**src/rtl/hash_round_ctrl_pkg.sv**
```systemverilog
// Shared types and constants for the nibble hash round controller.
// Holds the FSM encoding, the 4-bit S-box and the nibble rotate helper.
package hash_round_ctrl_pkg;

  localparam int NIBBLES = 8;

  typedef enum logic [1:0] {
    IDLE,
    ROUND,
    DONE
  } state_e;

  // Index 0 is the rightmost entry.
  localparam logic [15:0][3:0] SBOX = {
    4'h2, 4'h1, 4'h7, 4'h4,
    4'h8, 4'hF, 4'hE, 4'h3,
    4'hD, 4'hA, 4'h0, 4'h9,
    4'hB, 4'h6, 4'h5, 4'hC
  };

  function automatic logic [3:0] rotl4(
    input logic [3:0] x,
    input logic [1:0] r
  );
    logic [7:0] d;
    d = {x, x} << r;
    return d[7:4];
  endfunction

endpackage

```
**src/rtl/hash_round_ctrl_xor_shift.sv**
```systemverilog
// One hash round: rewrite nibble cnt of H from its upper neighbour.
// Purely combinational; the caller registers the result.
module hash_round_ctrl_xor_shift
  import hash_round_ctrl_pkg::*;
(
  input  logic [31:0] h_i,
  input  logic [3:0]  s_i,
  input  logic [2:0]  cnt_i,
  output logic [31:0] h_o
);

  logic [2:0] nxt;
  logic [3:0] src;

  always_comb begin
    h_o = h_i;
    nxt = cnt_i + 3'd1;
    src = h_i[{nxt, 2'b00} +: 4];
    h_o[{cnt_i, 2'b00} +: 4] = rotl4(src ^ s_i, cnt_i[2:1]);
  end

endmodule

```
**src/rtl/hash_round_ctrl.sv**
```systemverilog
// Nibble-serial hash controller: accept, eight rounds, optional digest.
// H persists across nibbles and reloads IV after a digest or abort.
module hash_round_ctrl
  import hash_round_ctrl_pkg::*;
#(
  parameter logic [31:0] IV = 32'h0000_0000
) (
  input  logic        clk,
  input  logic        rst_n,
  input  logic        msg_valid,
  output logic        msg_ready,
  input  logic [3:0]  msg_nibble,
  input  logic        msg_last,
  input  logic        abort,
  output logic [31:0] digest,
  output logic        digest_valid,
  output logic        busy
);

  state_e      state_q;
  logic [31:0] h_q;
  logic [31:0] h_d;
  logic [2:0]  cnt_q;
  logic [3:0]  s_q;
  logic        last_q;
  logic [31:0] digest_q;
  logic        dv_q;

  hash_round_ctrl_xor_shift u_round (
    .h_i   (h_q),
    .s_i   (s_q),
    .cnt_i (cnt_q),
    .h_o   (h_d)
  );

  always_ff @(posedge clk) begin
    if (!rst_n) begin
      state_q  <= IDLE;
      h_q      <= IV;
      cnt_q    <= '0;
      s_q      <= '0;
      last_q   <= 1'b0;
      digest_q <= '0;
      dv_q     <= 1'b0;
    end else begin
      dv_q <= 1'b0;
      if (abort) begin
        state_q <= IDLE;
        h_q     <= IV;
        cnt_q   <= '0;
      end else begin
        unique case (state_q)
          IDLE: begin
            if (msg_valid) begin
              s_q     <= SBOX[msg_nibble];
              last_q  <= msg_last;
              cnt_q   <= '0;
              state_q <= ROUND;
            end
          end
          ROUND: begin
            h_q   <= h_d;
            cnt_q <= cnt_q + 3'd1;
            if (cnt_q == 3'(NIBBLES - 1)) begin
              state_q <= last_q ? DONE : IDLE;
            end
          end
          DONE: begin
            digest_q <= h_q;
            dv_q     <= 1'b1;
            h_q      <= IV;
            state_q  <= IDLE;
          end
          default: state_q <= IDLE;
        endcase
      end
    end
  end

  assign msg_ready    = (state_q == IDLE);
  assign busy         = (state_q != IDLE);
  assign digest       = digest_q;
  assign digest_valid = dv_q;

endmodule
```
**config.mk**
```make
export PLATFORM = sky130hd
export DESIGN_NAME = hash_round_ctrl
export DESIGN_NICKNAME = d
export VERILOG_FILES = /design/src/rtl/hash_round_ctrl_pkg.sv /design/src/rtl/hash_round_ctrl_xor_shift.sv /design/src/rtl/hash_round_ctrl.sv
export SDC_FILE = /design/constraint.sdc
export NUM_CORES = 1
export LEC_CHECK = 0
export CAP_MARGIN = 20
export CORE_AREA = 8 8 118 120
export DETAILED_ROUTE_END_ITERATION = 12
export DIE_AREA = 0 0 126 128
export PLACE_DENSITY = 0.55
export SKIP_LAST_GASP = 1
export SLEW_MARGIN = 20
export SYNTH_ARGS = -nofsm -noshare
export SYNTH_HDL_FRONTEND = slang
export SYNTH_HIERARCHICAL = 1
export SYNTH_SLANG_ARGS = --single-unit
```
**constraint.sdc**
```tcl
create_clock -name clk -period 3.9 [get_ports clk]
set_clock_uncertainty 0.05 [all_clocks]
set_input_delay 0.78 -clock clk [delete_from_list [all_inputs] [get_ports clk]]
set_output_delay 0.78 -clock clk [all_outputs]
set_load 0.05 [all_outputs]
```
==> metrics.yaml <==
outcome:
  status: "completed"
cells_and_area:
  drive_gt1_share_pct: 9.21
  utilization_pct: 40.9
  antennaDiodeCount: 0
  area_delta_synth_final_pct: 21.7
  fin_cells: 693
  fin_nets: 563
  final_common_cell: "nand2_1"
  final_cell_mix: "nand2_1, dfxtp_1, nor2_1, a21oi_1, clkdlybuf4s50_1"
  design_area_um2: 4990
floorplanning:
  die_area_um2: 16100
  fp-row-count: 41
  initial_core_util_pct: 33.6
  io_pins: 44
  core_area_um2: 12200
  die-width_um: 126
  die_h_um: 128
place:
  port_buffers: 43
  post_dp_cell_area_um2: 4680
  pre_cts_slack_ns: 1.07
  dp_hpwl_mm: 7.65
  dpl.cell_count: 678
  place_congestion: 0.919
critical_path:
  crit_buf_inv: 3
  cp_data_arrival_time_ns: 3.02
  crit_fanout: 23
  critPathKind: "register to register"
  cpMaxStageDelayCell: "dfxtp_1"
  critical_path.max_stage_delay_ns: 0.42
  crit_family: "multiplexers"
  crit_top_cell: "a21oi_1"
  r2r_setup_slack_ns: 1.03
  start_kind: "register"
  crit_path_end_kind: "register"
  cp_data_required_time_ns: 4.05
  crit_chain: "inv_1 > ha_1 > buf_12 > mux2i_1 > mux4_2 > xor2_1 > o22ai_1 > nor2_2 > buf_4 > a21oi_1 > a21oi_1 > nor2_1"
global_routing:
  grt_pass1_vias: 3331
  grtUsageTotal_pct: 13.9
  grt-ovfl-total: 0
  grt_use_met1_pct: 17.4
  antenna_found_initial: 0
  grt.met3_usage_pct: 3.99
  grt_max_degree: 38
  grtUsageMet2_pct: 22.4
  grt_first_pass_wirelength_mm: 17.6
  grt_busiest_layer: "met2"
timing:
  rsz0062_at_grt: "false"
  finalSetupViolations: 0
  fin_ws_ns: 1.03
  fin_setup_tns_ns: 0
  finalHoldViolations: 0
  slew_violations: 0
  relSlewSlack_pct: 51.8
  clock.fmax_mhz: 348
  hold_slack_ns: 0.402
  fin_crit_ns: 2.87
  worstMarginPinSlew_ns: 0.723
  min_period_over_period_pct: 73.6
drt:
  dr_total_vias: 3457
  drc: 0
  wire_per_inst_um: 15.4
  drt_iter0_markers: 134
  routed_wirelength_mm: 10.7
  drtAntennaViolNets: 0
  vias_per_cell: 4.99
  dr.pass1.iters: 6
logic_synthesis:
  synth_edf_count: 0
  yosys_most_used_dff: "dfxtp_1"
  seq_area_frac_synth_pct: 36.6
  synthCells: 499
  synth_cell_types: 46
  yosys.area.top_type: "dfxtp_1"
  synth.area.top_cells: "dfxtp_1, nand2_1, a21oi_1"
  synth_top_area_share_pct: 36.6
  synth_area_um2: 4100
  yosysWarnings: 6
  syn_area_per_cell_um2: 8.22
  synth_async_sr_flop_share_pct: 0
  syn-num-nets: 523
  synth_seq_cells: 75
clock_network:
  cts_max_level: 3
  clock_sinks: 75
  cts_tree: "yes"
  post_cts_buffers: 0
  cts_resized: 0
  clockBufferDepth: 2
  cts_root_buf: "clkbuf_16"
  clk_pin_slew_ns: 0.06
  cts_made_buffers: 9
  clk_latency_ns: 0.34
  cts_hold_buf: 0
pwr:
  p_leak_nw: 1.73
  peakVddDrop_uv: 175
  total_power_mw: 1.77
  powerDensity_nw_per_um2: 354
job:
  drv_cap: 0
hold_path:
  hp-class: "register to register"
-- power by group --
group	switching, mW	leakage (nW)	total [mW]	internal, mW
Combinational	0.0715	0.969	0.118	0.0468
Sequential	0.00444	0.605	0.775	0.770
Clock	0.320	0.152	0.876	0.555
Total	0.396	1.73	1.77	1.37
-- cells in the mapped netlist (3+ instances only) --
| library cell | instances |
|---|---|
| nand2b_1 | 7 |
| nor2b_1 | 36 |
| inv_1 | 11 |
| a21oi_2 | 4 |
| nand2_1 | 93 |
| xor2_1 | 8 |
| buf_1 | 3 |
| nand3b_1 | 3 |
| mux2i_1 | 18 |
| buf_2 | 16 |
| ha_1 | 15 |
| a21oi_1 | 48 |
| nor2_1 | 57 |
| a21boi_1 | 32 |
| nand3_1 | 5 |
| mux4_2 | 7 |
| o21ai_1 | 14 |
| o21ai_2 | 4 |
| dfxtp_1 | 75 |
| o22ai_1 | 5 |
| clkbuf_1 | 6 |
-- cell type report --
class	count	area [µm²]
fillers	1240	7220
multi-input cells	384	2400
flip-flops and latches	75	1500
repair buffers	58	556
clock buffers	10	229
well taps	150	188
clock inverters	5	78.8
inverters	11	41.3
-- kinds of logic after synthesis --
| family | synth area share, % |
|---|---|
| flops | 36.6 |
| simple gates | 23.2 |
| buf+inv | 5.00 |
| fa+ha+maj | 4.57 |
| compound gates | 19.2 |
| mux | 9.51 |
| xor+xnor | 1.92 |
-- state kept, by name (all words and copies together) (netlist names) --
register	cells
digest	32
s_q	4
digest_valid	1
last_q	1
h_q	32
cnt_q	3
state_q	2
-- worst paths after layout --
check / start / endpoint / cells past startpoint
worst min register to register: digest[6] / digest[6] / 2
worst min-delay path: digest[6] / digest[6] / 2
worst max-delay path: cnt_q[1] / h_q[13] / 12
worst max register to register: cnt_q[1] / h_q[13] / 12
-- per-layer routing --
layer / wire [µm] / vias up
li1: - / 1771
met3: 515 / 9
met4: 120 / 0
met5: 0 / -
met2: 4930 / 63
met1: 5110 / 1614
-- tightest hold or removal path, stage by stage, from the launching register on --
cell and delay (ns):
dfxtp_1 0.30, nand2_1 0.05, a21boi_1 0.05
No activity file was read; power rests on OpenSTA's default activity.
